===== src/rtl/bus_transfer_sequencer_if.sv =====
// Command handshake and register-file strobe bundle for the bus transfer sequencer.
// The master side issues transfer commands; the slave side (the sequencer)
// drives the per-register enable/set strobes and the external bus value.
interface bus_transfer_sequencer_if #(
   parameter int SELW = 2
);
   localparam int NREG = 2**SELW;

   logic            cmd_valid;
   logic            cmd_ready;
   logic [SELW-1:0] cmd_src;
   logic [SELW-1:0] cmd_dst;
   logic            cmd_ext;
   logic [7:0]      cmd_data;
   logic [NREG-1:0] reg_en;
   logic [NREG-1:0] reg_set;
   logic            ext_en;
   logic [7:0]      ext_data;
   logic            done;
   logic            busy;

   modport master (
      output cmd_valid, cmd_src, cmd_dst, cmd_ext, cmd_data,
      input  cmd_ready, reg_en, reg_set, ext_en, ext_data, done, busy
   );

   modport slave (
      input  cmd_valid, cmd_src, cmd_dst, cmd_ext, cmd_data,
      output cmd_ready, reg_en, reg_set, ext_en, ext_data, done, busy
   );
endinterface


===== src/rtl/bus_transfer_sequencer.sv =====
// Bus transfer sequencer: queues up to two commands and steps each through
// DRIVE -> LATCH -> HOLD so the NAND-latch registers see the bus settle before
// set rises and stay driven while set falls. All strobes leave from flops.
module bus_transfer_sequencer #(
   parameter int SELW = 2
) (
   input  logic                    clk,
   input  logic                    rst_n,
   bus_transfer_sequencer_if.slave bus
);
   localparam int NREG = 2**SELW;

   typedef enum logic [1:0] {IDLE, DRIVE, LATCH, HOLD} state_t;

   typedef struct packed {
      logic [SELW-1:0] src;
      logic [SELW-1:0] dst;
      logic            ext;
      logic [7:0]      data;
   } cmd_t;

   state_t          state_q, state_d;
   logic [1:0]      count_q, count_d;
   cmd_t            q_q [2];
   cmd_t            q_d [2];
   cmd_t            cur_q, cur_d;
   cmd_t            in_cmd;
   logic [NREG-1:0] reg_en_q, reg_en_d;
   logic [NREG-1:0] reg_set_q, reg_set_d;
   logic            ext_en_q, ext_en_d;
   logic [7:0]      ext_data_q, ext_data_d;
   logic            done_q, done_d;
   logic            accept, start, pop, bypass, push;
   logic [1:0]      count_pop;

   function automatic logic [NREG-1:0] onehot(input logic [SELW-1:0] idx);
      logic [NREG-1:0] v;
      v      = '0;
      v[idx] = 1'b1;
      return v;
   endfunction

   // cmd_ready looks at the pre-pop count, so a full queue refuses even on a pop edge
   assign bus.cmd_ready = (count_q < 2'd2) & rst_n;
   assign accept        = bus.cmd_valid & bus.cmd_ready;
   assign in_cmd        = {bus.cmd_src, bus.cmd_dst, bus.cmd_ext, bus.cmd_data};

   assign bus.reg_en   = reg_en_q;
   assign bus.reg_set  = reg_set_q;
   assign bus.ext_en   = ext_en_q;
   assign bus.ext_data = ext_data_q;
   assign bus.done     = done_q;
   assign bus.busy     = (state_q != IDLE) | (count_q != 2'd0);

   // Queue bookkeeping: pick the next command (queue head or bypass) and update the FIFO
   always_comb begin
      start     = ((state_q == IDLE) || (state_q == HOLD)) && ((count_q != 2'd0) || accept);
      pop       = start && (count_q != 2'd0);
      bypass    = start && (count_q == 2'd0);
      push      = accept && !bypass;
      count_pop = pop ? (count_q - 2'd1) : count_q;
      count_d   = push ? (count_pop + 2'd1) : count_pop;
      q_d[0]    = q_q[0];
      q_d[1]    = q_q[1];
      if (pop) begin
         q_d[0] = q_q[1];
      end
      if (push) begin
         if (count_pop == 2'd0) begin
            q_d[0] = in_cmd;
         end else begin
            q_d[1] = in_cmd;
         end
      end
      cur_d = cur_q;
      if (pop) begin
         cur_d = q_q[0];
      end else if (bypass) begin
         cur_d = in_cmd;
      end
   end

   // Transfer FSM next state: HOLD chains straight into the next DRIVE when work is pending
   always_comb begin
      state_d = state_q;
      case (state_q)
         IDLE:    if (start) state_d = DRIVE;
         DRIVE:   state_d = LATCH;
         LATCH:   state_d = HOLD;
         HOLD:    state_d = start ? DRIVE : IDLE;
         default: state_d = IDLE;
      endcase
   end

   // Strobe values for the coming cycle, derived from next state and next command
   always_comb begin
      reg_en_d   = '0;
      reg_set_d  = '0;
      ext_en_d   = 1'b0;
      ext_data_d = 8'h00;
      done_d     = 1'b0;
      if (state_d != IDLE) begin
         if (cur_d.ext) begin
            ext_en_d   = 1'b1;
            ext_data_d = cur_d.data;
         end else begin
            reg_en_d = onehot(cur_d.src);
         end
         // a register copied onto itself is a no-op, so its set strobe is withheld
         if ((state_d == LATCH) && (cur_d.ext || (cur_d.src != cur_d.dst))) begin
            reg_set_d = onehot(cur_d.dst);
         end
         done_d = (state_d == HOLD);
      end
   end

   // Control state and output strobes; reset discards in-flight and queued work
   always_ff @(posedge clk) begin
      if (!rst_n) begin
         state_q    <= IDLE;
         count_q    <= 2'd0;
         reg_en_q   <= '0;
         reg_set_q  <= '0;
         ext_en_q   <= 1'b0;
         ext_data_q <= 8'h00;
         done_q     <= 1'b0;
      end else begin
         state_q    <= state_d;
         count_q    <= count_d;
         reg_en_q   <= reg_en_d;
         reg_set_q  <= reg_set_d;
         ext_en_q   <= ext_en_d;
         ext_data_q <= ext_data_d;
         done_q     <= done_d;
      end
   end

   // Command payload storage; contents are only meaningful when count/state say so
   always_ff @(posedge clk) begin
      q_q[0] <= q_d[0];
      q_q[1] <= q_d[1];
      cur_q  <= cur_d;
   end
endmodule


===== src/flat_wrapper.sv =====
// flat-port wrapper written by rule: the top's interface ports become plain ports
module bus_transfer_sequencer_flat 
#(
   parameter int SELW = 2
)
  (clk, rst_n, bus_cmd_valid, bus_cmd_src, bus_cmd_dst, bus_cmd_ext, bus_cmd_data, bus_cmd_ready, bus_reg_en, bus_reg_set, bus_ext_en, bus_ext_data, bus_done, bus_busy);
  bus_transfer_sequencer_if #(.SELW(SELW)) bus_i ();
  input  logic clk;
  input  logic rst_n;
  input wire logic [$bits(bus_i.cmd_valid)-1:0] bus_cmd_valid;
  input wire logic [$bits(bus_i.cmd_src)-1:0] bus_cmd_src;
  input wire logic [$bits(bus_i.cmd_dst)-1:0] bus_cmd_dst;
  input wire logic [$bits(bus_i.cmd_ext)-1:0] bus_cmd_ext;
  input wire logic [$bits(bus_i.cmd_data)-1:0] bus_cmd_data;
  output wire logic [$bits(bus_i.cmd_ready)-1:0] bus_cmd_ready;
  output wire logic [$bits(bus_i.reg_en)-1:0] bus_reg_en;
  output wire logic [$bits(bus_i.reg_set)-1:0] bus_reg_set;
  output wire logic [$bits(bus_i.ext_en)-1:0] bus_ext_en;
  output wire logic [$bits(bus_i.ext_data)-1:0] bus_ext_data;
  output wire logic [$bits(bus_i.done)-1:0] bus_done;
  output wire logic [$bits(bus_i.busy)-1:0] bus_busy;
  assign bus_i.cmd_valid = bus_cmd_valid;
  assign bus_i.cmd_src = bus_cmd_src;
  assign bus_i.cmd_dst = bus_cmd_dst;
  assign bus_i.cmd_ext = bus_cmd_ext;
  assign bus_i.cmd_data = bus_cmd_data;
  assign bus_cmd_ready = bus_i.cmd_ready;
  assign bus_reg_en = bus_i.reg_en;
  assign bus_reg_set = bus_i.reg_set;
  assign bus_ext_en = bus_i.ext_en;
  assign bus_ext_data = bus_i.ext_data;
  assign bus_done = bus_i.done;
  assign bus_busy = bus_i.busy;
  bus_transfer_sequencer #(.SELW(SELW)) u_core (.clk(clk), .rst_n(rst_n), .bus(bus_i));
endmodule

===== config.mk =====
export PLATFORM = sky130hd
export DESIGN_NAME = bus_transfer_sequencer_flat
export DESIGN_NICKNAME = d
export VERILOG_FILES = /design/src/rtl/bus_transfer_sequencer_if.sv /design/src/rtl/bus_transfer_sequencer.sv /design/src/flat_wrapper.sv
export SDC_FILE = /design/constraint.sdc
export NUM_CORES = 1
export LEC_CHECK = 0
export ABC_AREA = 1
export ABC_CLOCK_PERIOD_IN_PS = 2750
export CAP_MARGIN = 10
export CORE_ASPECT_RATIO = 1.5
export CORE_MARGIN = 1
export CORE_UTILIZATION = 48
export CTS_CLUSTER_DIAMETER = 50
export DETAILED_ROUTE_END_ITERATION = 6
export PLACE_DENSITY = 0.75
export SYNTH_ARGS = -nofsm -noshare
export SYNTH_HDL_FRONTEND = slang
export SYNTH_SLANG_ARGS = --single-unit

===== constraint.sdc =====
create_clock -name clk -period 2.75 [get_ports clk]
set_input_delay 0.275 -clock clk [delete_from_list [all_inputs] [get_ports clk]]
set_output_delay 0.275 -clock clk [all_outputs]
set_load 0.03 [all_outputs]

==> results.toml, run 1 <==
[grt]
antenna_found_initial = 0
grt_most_used_layer = "met2"
gr-total-overflow = 0
grt_pass1_vias = 1759
grtUsageMet3_pct = 6.37
grt_max_degree = 27
met2_usage_pct = 33.4
grt_use_met1_pct = 22.6
grt_pass1_wl_um = 7890
grtUsageTotal_pct = 20.9

[setup_path]
timing.rr.start = "u_core.state_q[0]$_SDFF_PN0_"
start_kind = "flop"
path_delay_family = "buffers and inverters"
crit_chain = "inv_1 -> ha_1 -> inv_2 -> nand2_4 -> o21ai_0 -> inv_1 -> ha_1 -> nor2_2 -> buf_4"
max_stage_delay_ps = 390
worstPathArrival_ps = 2360
path_buf_inv = 4
critPathCaptureType = "flop"
r2r_slack_ps = 420
startpoint = "u_core.state_q[0]$_SDFF_PN0_"
slowest_stage = "dfxtp_1"
cp.required_ps = 2780
crit_path_max_fanout = 13
critPathKind = "reg2reg"

[sta]
fmax_mhz = 429
drv_slew = 0
fin_skew_ps = 7.00
setup_viol = 0
worst_slack_ps = 421
tightest_slew_ps = 460
grt_setup_unrepaired = "no"
fin_crit_ps = 2330
hold_viol = 0
whs_ps = 468
setup-tns-final_ps = 0
finalCritPeriodShare_pct = 84.7
max_slew_margin_pct = 69.3

[synthesis]
syn_nets = 297
yosysSeqAreaShare_pct = 55.5
yosysTopAreaCell = "dfxtp_1"
syn_area_um2 = 2440
syn_inst = 274
synth.avg_cell_area_um2 = 8.89
synthTopCellsByArea = "dfxtp_1 (39%), edfxtp_1 (16%), nand2_1 (8.6%)"
yosys_warnings = 0
synth_top_area_share_pct = 39.4
ys_ff_latch = 61
ys_types = 28

[clock_tree]
clock_sinks = 61
cts_setup_buffers = 0
cts_tree = "built"
insertion_delay_ps = 340
numCtsBuffers = 9
path_clk_slew_ps = 70
ctsResizeCount = 0
cts_max_path_buffers = 2
cts_root_buf = "clkbuf_8"
cts_hold_buffers = 0
htree_levels = 3

[final_layout]
drive_above_1_share_pct = 13.0
final_cell_mix = "nand2_1 (56), dfxtp_1 (48), nor2_1 (46), inv_1 (35), clkdlybuf4s50_1 (35)"
design_area_um2 = 3070
instances_no_fill = 388
final_common_cell = "nand2_1"
antenna_cells = 0
utilization_pct = 63.4
nets = 340
syn_to_final_growth_pct = 26.1

[floorplan]
io_pins = 36
die_x_um = 60.2
dieHeight_um = 89.3
rows = 31
die-area_um2 = 5370
core_area_um2 = 4850
initial_core_util_pct = 50.2

[drt]
wl_per_cell_um = 12.6
num_vias = 1860
viasPerCell = 4.79
drc_errors = 0
drtIter0Drc = 85
dr.pass1.iters = 4
drtAntennaViolNets = 0
drt-total-wl_um = 4890

[placed_design]
dpl_cell_area_um2 = 2860
finalWeightedCongestion = 0.847
dpl.cell_count = 372
pre_cts_ws_ps = 415
post-dp-hpwl_um = 3430
io_buffers = 35

[status]
outcome = "finished clean"

[power_and_ir_drop]
fin_total_pwr_mw = 4.15
p_leak_nw = 1.38
peakVddDrop_mv = 0.722
powerDensity_nw_per_um2 = 1350

[job]
maxCapViolations = 0

[min_path]
holdCritPathClass = "reg2reg"
hp-start = "u_core.cur_q[4]$_DFF_P_"
## routing by layer
layer	share of wire, %	vias up
met5	0	-
met4	2.1	0
met3	3.2	11
met2	52	36
met1	42	851
li1	-	962
## cell families (layout without fill, tap and decap cells)
family,after synthesis,after routing,share of synthesized area [%]
AND/OR/NAND/NOR,122,122,22.6
flip-flops,61,61,55.5
XOR/XNOR,1,1,0.360
AO/OA/AOI/OAI,35,35,9.96
adder cells (fa/ha/maj),7,7,3.60
buffers and inverters,48,96,8.01
## power by group
part           leakage (nW)  total [mW]  switching [mW]  internal, mW
clock network         0.111       0.868           0.339         0.529
logic                 0.751        1.87            1.21         0.668
registers             0.517        1.41           0.130          1.28
total                  1.38        4.15            1.68          2.47
## worst register-to-register path, delay by kind of cell, from the launching register on
| family | cells | cell delay, ps |
|---|---|---|
| AO/OA/AOI/OAI | 1 | 170 |
| adder cells (fa/ha/maj) | 2 | 590 |
| buffers and inverters | 4 | 600 |
| flip-flops | 1 | 390 |
| AND/OR/NAND/NOR | 2 | 270 |
## synthesized netlist by cell type
| cell type | n |
|---|---|
| nand4_4 | 1 |
| nor2_1 | 47 |
| nor2_2 | 2 |
| a21oi_2 | 4 |
| nand2_2 | 2 |
| o21ai_0 | 6 |
| a21oi_1 | 2 |
| nor2_4 | 1 |
| buf_2 | 3 |
| inv_2 | 7 |
| a221oi_1 | 8 |
| nand3_2 | 2 |
| buf_6 | 1 |
| o211ai_1 | 1 |
| a31oi_1 | 13 |
| o21ai_2 | 1 |
| nand2_4 | 3 |
| nand4_1 | 1 |
| clkbuf_1 | 1 |
| ha_1 | 7 |
| nor3_4 | 1 |
| edfxtp_1 | 13 |
| xor2_1 | 1 |
| dfxtp_1 | 48 |
| inv_1 | 35 |
| buf_4 | 1 |
| nand2_1 | 56 |
| nand3_1 | 6 |
## flip-flops by register name, indices dropped and copies added, names as in the netlist
signal / count
u_core.q_q: 26
u_core.count_q: 2
u_core.bus.reg_set: 4
u_core.bus.reg_en: 4
u_core.bus.ext_data: 8
u_core.cur_q: 13
u_core.bus.done: 1
u_core.state_q: 2
u_core.bus.ext_en: 1
## final cells by class
| class | count | area [µm²] |
|---|---|---|
| multi-input combinational | 165 | 892 |
| sequential | 61 | 1350 |
| timing repair buffer | 38 | 373 |
| fill | 413 | 1780 |
| inverter | 42 | 158 |
| clock inverter | 5 | 73.8 |
| clock buffer | 11 | 141 |
| tap | 66 | 82.6 |
## final timing paths
check / end / cells past startpoint
worst max-delay path: u_core.q_q[0][20]$_DFFE_PP_ / 9
worst min-delay path: u_core.cur_q[4]$_DFF_P_ / 2
worst max register to register: u_core.q_q[0][20]$_DFFE_PP_ / 9
worst min register to register: u_core.cur_q[4]$_DFF_P_ / 2
No activity file was read; power rests on OpenSTA's default activity.
==> run 2, diff against run 1 <==
--- a/config.mk
+++ b/config.mk
@@ -6,7 +6,7 @@
 export NUM_CORES = 1
 export LEC_CHECK = 0
 export ABC_AREA = 1
-export ABC_CLOCK_PERIOD_IN_PS = 2750
+export ABC_CLOCK_PERIOD_IN_PS = 2000
 export CAP_MARGIN = 10
 export CORE_ASPECT_RATIO = 1.5
 export CORE_MARGIN = 1
==> constraint.sdc (replaced) <==
create_clock -name clk -period 2 [get_ports clk]
set_input_delay 0.2 -clock clk [delete_from_list [all_inputs] [get_ports clk]]
set_output_delay 0.2 -clock clk [all_outputs]
set_load 0.03 [all_outputs]
==> run 2 against run 1 <==
Compared with the run above:
- hold slack worse by 4.5 ps
- routed wire length up 2.3%
- total power up 46%
- die area unchanged
- fmax up 24%
- sequential cell count unchanged
==> results.toml, run 2 (synthesis gave the netlist of run 1 again) <==
[sta]
grt_setup_unrepaired = "yes"
drv_slew = 0
max_slew_margin_pct = 76.8
fmax_mhz = 533
tightest_slew_ps = 348
fin_skew_ps = 9.47
hold_viol = 0
fin_crit_ps = 1880
finalCritPeriodShare_pct = 93.9
worst_slack_ps = 122
whs_ps = 464
setup_viol = 0

[clock_tree]
cts_max_path_buffers = 2
cts_root_buf = "clkbuf_8"
htree_levels = 3
insertion_delay_ps = 340
clock_sinks = 61
path_clk_slew_ps = 60
numCtsBuffers = 9
cts_tree = "built"

[final_layout]
antenna_cells = 0
regMostFlops = "u_core.q_q"
nets = 356
syn_to_final_growth_pct = 33.3
instances_no_fill = 403
drive_above_1_share_pct = 20.2
final_cell_mix = "nand2_1 (56), dfxtp_1 (46), nor2_1 (44), clkdlybuf4s50_1 (34), inv_1 (33)"
largest_reg_flops = 26
utilization_pct = 67.0
final_common_cell = "nand2_1"
fillers = 396

[setup_path]
slowest_stage = "dfxtp_4"
max_stage_delay_ps = 360
start_kind = "flop"
cp.required_ps = 2230
critPathKind = "reg2reg"
crit_chain = "inv_2 -> ha_4 -> inv_8 -> nand2_8 -> buf_6 -> nand2_1 -> nand3_1 -> a21oi_2 -> nand2_1 -> nand2_1 -> nand3_1 -> nand2_2 -> nor2_1"
path_buf_inv = 3
crit_top_cell = "nand2_1"
crit_path_max_fanout = 12
path_delay_family = "simple AND/OR/NAND/NOR gates"
critPathCaptureType = "flop"
worstPathArrival_ps = 2110

[drt]
drt-total-wl_um = 5000
drtAntennaViolNets = 0
dr.pass1.iters = 5
num_vias = 1934
drc_errors = 0
drtIter0Drc = 91
viasPerCell = 4.80
wl_per_cell_um = 12.4

[floorplan]
initial_core_util_pct = 50.2
core_area_um2 = 4850
io_pins = 36
die-area_um2 = 5370
dieHeight_um = 89.3
die_x_um = 60.2
rows = 31

[placed_design]
finalWeightedCongestion = 0.862
io_buffers = 35
pre_cts_ws_ps = -12.3
post-dp-hpwl_um = 3620
dpl.cell_count = 384

[power_and_ir_drop]
fin_total_pwr_mw = 6.05
peakVddDrop_mv = 0.920
powerDensity_nw_per_um2 = 1860
p_leak_nw = 1.46

[grt]
grt_pass1_vias = 1751
grt_pass1_wl_um = 8130
gr-total-overflow = 0
grt_max_degree = 27
grtUsageTotal_pct = 21.2
antenna_found_initial = 0

[min_path]
holdCritPathClass = "reg2reg"

[job]
maxCapViolations = 0

[status]
outcome = "finished clean"
run 2: final cells by class:
class / count / area [µm²] / area share (%)
Sequential cell: 61 / 1360 / 41.8
Clock buffer: 14 / 173 / 5.32
Timing Repair Buffer: 54 / 512 / 15.8
Multi-Input combinational cell: 165 / 950 / 29.2
Clock inverter: 1 / 6.26 / 0.193
Inverter: 42 / 165 / 5.09
Tap cell: 66 / 82.6 / 2.54
run 2: worst paths after layout:
kind	start	endpoint	slack, ps	cells after the start
hold reg to reg	u_core.cur_q[6]$_DFF_P_	u_core.cur_q[6]$_DFF_P_	460	2
hold / removal	u_core.cur_q[6]$_DFF_P_	u_core.cur_q[6]$_DFF_P_	460	2
setup / recovery	u_core.state_q[1]$_SDFF_PN0_	u_core.bus.reg_set[1]$_SDFF_PN0_	120	13
setup reg to reg	u_core.state_q[1]$_SDFF_PN0_	u_core.bus.reg_set[1]$_SDFF_PN0_	120	13
run 2: repair_timing:
item,in CTS,in global routing
hold buffers,0,0
gates resized for setup,0,10
buffers inserted,0,4
setup endpoints to repair,0,38
run 2: worst reg2reg max path, cell delays in order (launching register included):
cell	delay (ps)
dfxtp_4	360
inv_2	60
ha_4	270
inv_8	100
nand2_8	100
buf_6	150
nand2_1	60
nand3_1	120
a21oi_2	180
nand2_1	70
nand2_1	70
nand3_1	70
nand2_2	110
nor2_1	40
run 2: per-layer routing:
metal	track usage [%]	routed length, µm
met1	25.0	2040
met2	34.1	2620
met3	6.51	232
met4	11.2	113
met5	0	0
run 2: metrics by stage:
stage	TNS, ps	area, µm²
finish	0	3250
global route	-181	3250
CTS	0	3170
detailed placement	-14.3	3000
global placement	0	3000
floorplan	-183	2500
run 2: power breakdown:
group / internal, mW / switching (mW) / total, mW
Clock: 0.547 / 0.450 / 0.996
Combinational: 1.28 / 1.82 / 3.10
Sequential: 1.76 / 0.181 / 1.95
==> run 3, diff against run 2 <==
--- a/config.mk
+++ b/config.mk
@@ -6,14 +6,13 @@
 export NUM_CORES = 1
 export LEC_CHECK = 0
 export ABC_AREA = 1
-export ABC_CLOCK_PERIOD_IN_PS = 2000
-export CAP_MARGIN = 10
 export CORE_ASPECT_RATIO = 1.5
 export CORE_MARGIN = 1
 export CORE_UTILIZATION = 48
 export CTS_CLUSTER_DIAMETER = 50
 export DETAILED_ROUTE_END_ITERATION = 6
 export PLACE_DENSITY = 0.75
+export REMOVE_ABC_BUFFERS = 1
 export SYNTH_ARGS = -nofsm -noshare
 export SYNTH_HDL_FRONTEND = slang
 export SYNTH_SLANG_ARGS = --single-unit
==> run 3 against run 2 <==
Compared with the run above:
- global-route usage is 0.66 points higher
- non-clock buffer count is 9 higher
- setup slack worse by 98 ps
- register-to-register slack got worse by 98 ps
- critical path type unchanged
- largest cell class unchanged
- largest power group unchanged
==> results.toml, run 3 (synthesis gave the netlist of run 1 again) <==
[drt]
drc_errors = 0
drt-total-wl_um = 5340
drtIter0Drc = 76
num_vias = 2028
viasPerCell = 4.92
wl_per_cell_um = 13.0
drtAntennaViolNets = 0
dr.pass1.iters = 5

[min_path]
holdCritPathClass = "reg2reg"
whs_endpoint = "u_core.cur_q[3]$_DFF_P_"
hp-start = "u_core.cur_q[3]$_DFF_P_"
holdPathStages = 2

[floorplan]
rows = 31
io_pins = 36
dieHeight_um = 89.3
core_area_um2 = 4850
initial_core_util_pct = 50.2
die_x_um = 60.2
die-area_um2 = 5370

[sta]
whs_ps = 462
fin_skew_ps = 8.27
drv_slew = 0
hold_viol = 0
finalCritPeriodShare_pct = 98.8
tightest_slew_ps = 325
setup_viol = 0
grt_setup_unrepaired = "yes"
max_slew_margin_pct = 78.3
fin_crit_ps = 1980
fmax_mhz = 506

[grt]
grt_max_degree = 27
grt_pass1_vias = 1930
grtUsageTotal_pct = 21.9
gr-total-overflow = 0
antenna_found_initial = 0
grt_pass1_wl_um = 8450

[clock_tree]
cts_max_path_buffers = 2
clock_sinks = 61
cts_root_buf = "clkbuf_8"
path_clk_slew_ps = 70
insertion_delay_ps = 340
htree_levels = 3
numCtsBuffers = 9
cts_tree = "built"

[setup_path]
ff2ff_path_depth = 10
critPathKind = "reg2reg"
worstPathArrival_ps = 2030
r2r_slack_ps = 20
timing.rr.start = "u_core.state_q[1]$_SDFF_PN0_"
crit_path_max_fanout = 6
critPathCaptureType = "flop"
cp.required_ps = 2050
r2r-end = "u_core.q_q[0][25]$_DFFE_PP_"
start_kind = "flop"

[placed_design]
finalWeightedCongestion = 0.831
post-dp-hpwl_um = 3610
io_buffers = 35

[status]
outcome = "finished clean"

[power_and_ir_drop]
fin_total_pwr_mw = 6.22
powerDensity_nw_per_um2 = 1880
p_leak_nw = 1.50
peakVddDrop_mv = 1.26

[final_layout]
regMostFlops = "u_core.q_q"
syn_to_final_growth_pct = 35.8
nets = 365
antenna_cells = 0
fillers = 371
drive_above_1_share_pct = 20.8
final_cell_mix = "nand2_1 (55), dfxtp_1 (48), nor2_1 (46), inv_1 (35), clkdlybuf4s50_1 (34)"
final_common_cell = "nand2_1"
largest_reg_flops = 26

[job]
maxCapViolations = 0
run 3: cell count changes in the layout (fill, tap and decap cells not counted), sizes merged:
cell,before,now
buf,19,27
bufinv,0,1
clkbuf,14,11
clkinv,0,3
clkinvlp,0,1
dlygate4sd2,0,1
dlymetal6s2s,1,0
inv,43,42
run 3: area by class of cell:
cell class / instances / area [µm²] / area share, %
multi-input combinational: 165 / 933 / 28.2
timing repair buffer: 63 / 604 / 18.3
inverter: 42 / 158 / 4.76
tap: 66 / 82.6 / 2.50
sequential: 61 / 1350 / 40.8
clock buffer: 10 / 128 / 3.86
clock inverter: 5 / 52.6 / 1.59
run 3: worst max path at each step:
stage	slack, ps	cells after the start	start	endpoint
final	20	10	u_core.state_q[1]$_SDFF_PN0_	u_core.q_q[0][25]$_DFFE_PP_
after global routing	-50	10	u_core.state_q[1]$_SDFF_PN0_	u_core.q_q[0][14]$_DFFE_PP_
after CTS	6	12	u_core.state_q[1]$_SDFF_PN0_	u_core.bus.reg_en[3]$_SDFF_PP0_
after detailed placement	40	9	u_core.state_q[1]$_SDFF_PN0_	u_core.q_q[0][25]$_DFFE_PP_
after global placement	100	12	u_core.state_q[1]$_SDFF_PN0_	u_core.bus.reg_en[0]$_SDFF_PP0_
after floorplan	-630	8	u_core.state_q[0]$_SDFF_PN0_	u_core.q_q[0][13]$_DFFE_PP_
run 3: critical path, stage by stage, from the launching register on:
cell	delay, ps
dfxtp_1	360
inv_1	90
ha_4	280
inv_2	50
nand2_4	120
nand2_1	80
o21ai_1	110
inv_1	90
ha_2	200
nor2_2	150
buf_6	150
run 3: repair_timing:
| action | CTS | global route |
|---|---|---|
| resized for setup | 3 | 13 |
| hold buffers | 0 | 0 |
| cloned | 0 | 1 |
| pin swaps | 2 | 5 |
| setup endpoints to repair | 16 | 41 |
| buffers inserted | 1 | 5 |
run 3: through the flow:
stage	cells	instance area (µm²)	TNS (ps)	setup WS [ps]	utilization, %
after global routing	412	3310	-717	-52.7	68.3
after detailed placement	390	3000	0	42.0	61.9
final	412	3310	0	23.9	68.3
after floorplan	268	2400	-9260	-634	-
after global placement	390	3000	0	105	61.9
after CTS	406	3190	0	6.44	65.9
run 3: metal layers:
layer  part of all wire (%)  up-vias  routed length, µm  GRT usage (%)
li1                       -     1012                  -              -
met1                     41      943               2210           23.5
met2                     53       57               2810           37.9
met3                    3.6       16                195           5.50
met4                    2.4        0                129           12.7
met5                      0        -                  0              0
run 3: power by group:
part	internal, mW	switching, mW
clock	0.562	0.474
sequential	1.75	0.173
combinational	1.38	1.88
total	3.70	2.52
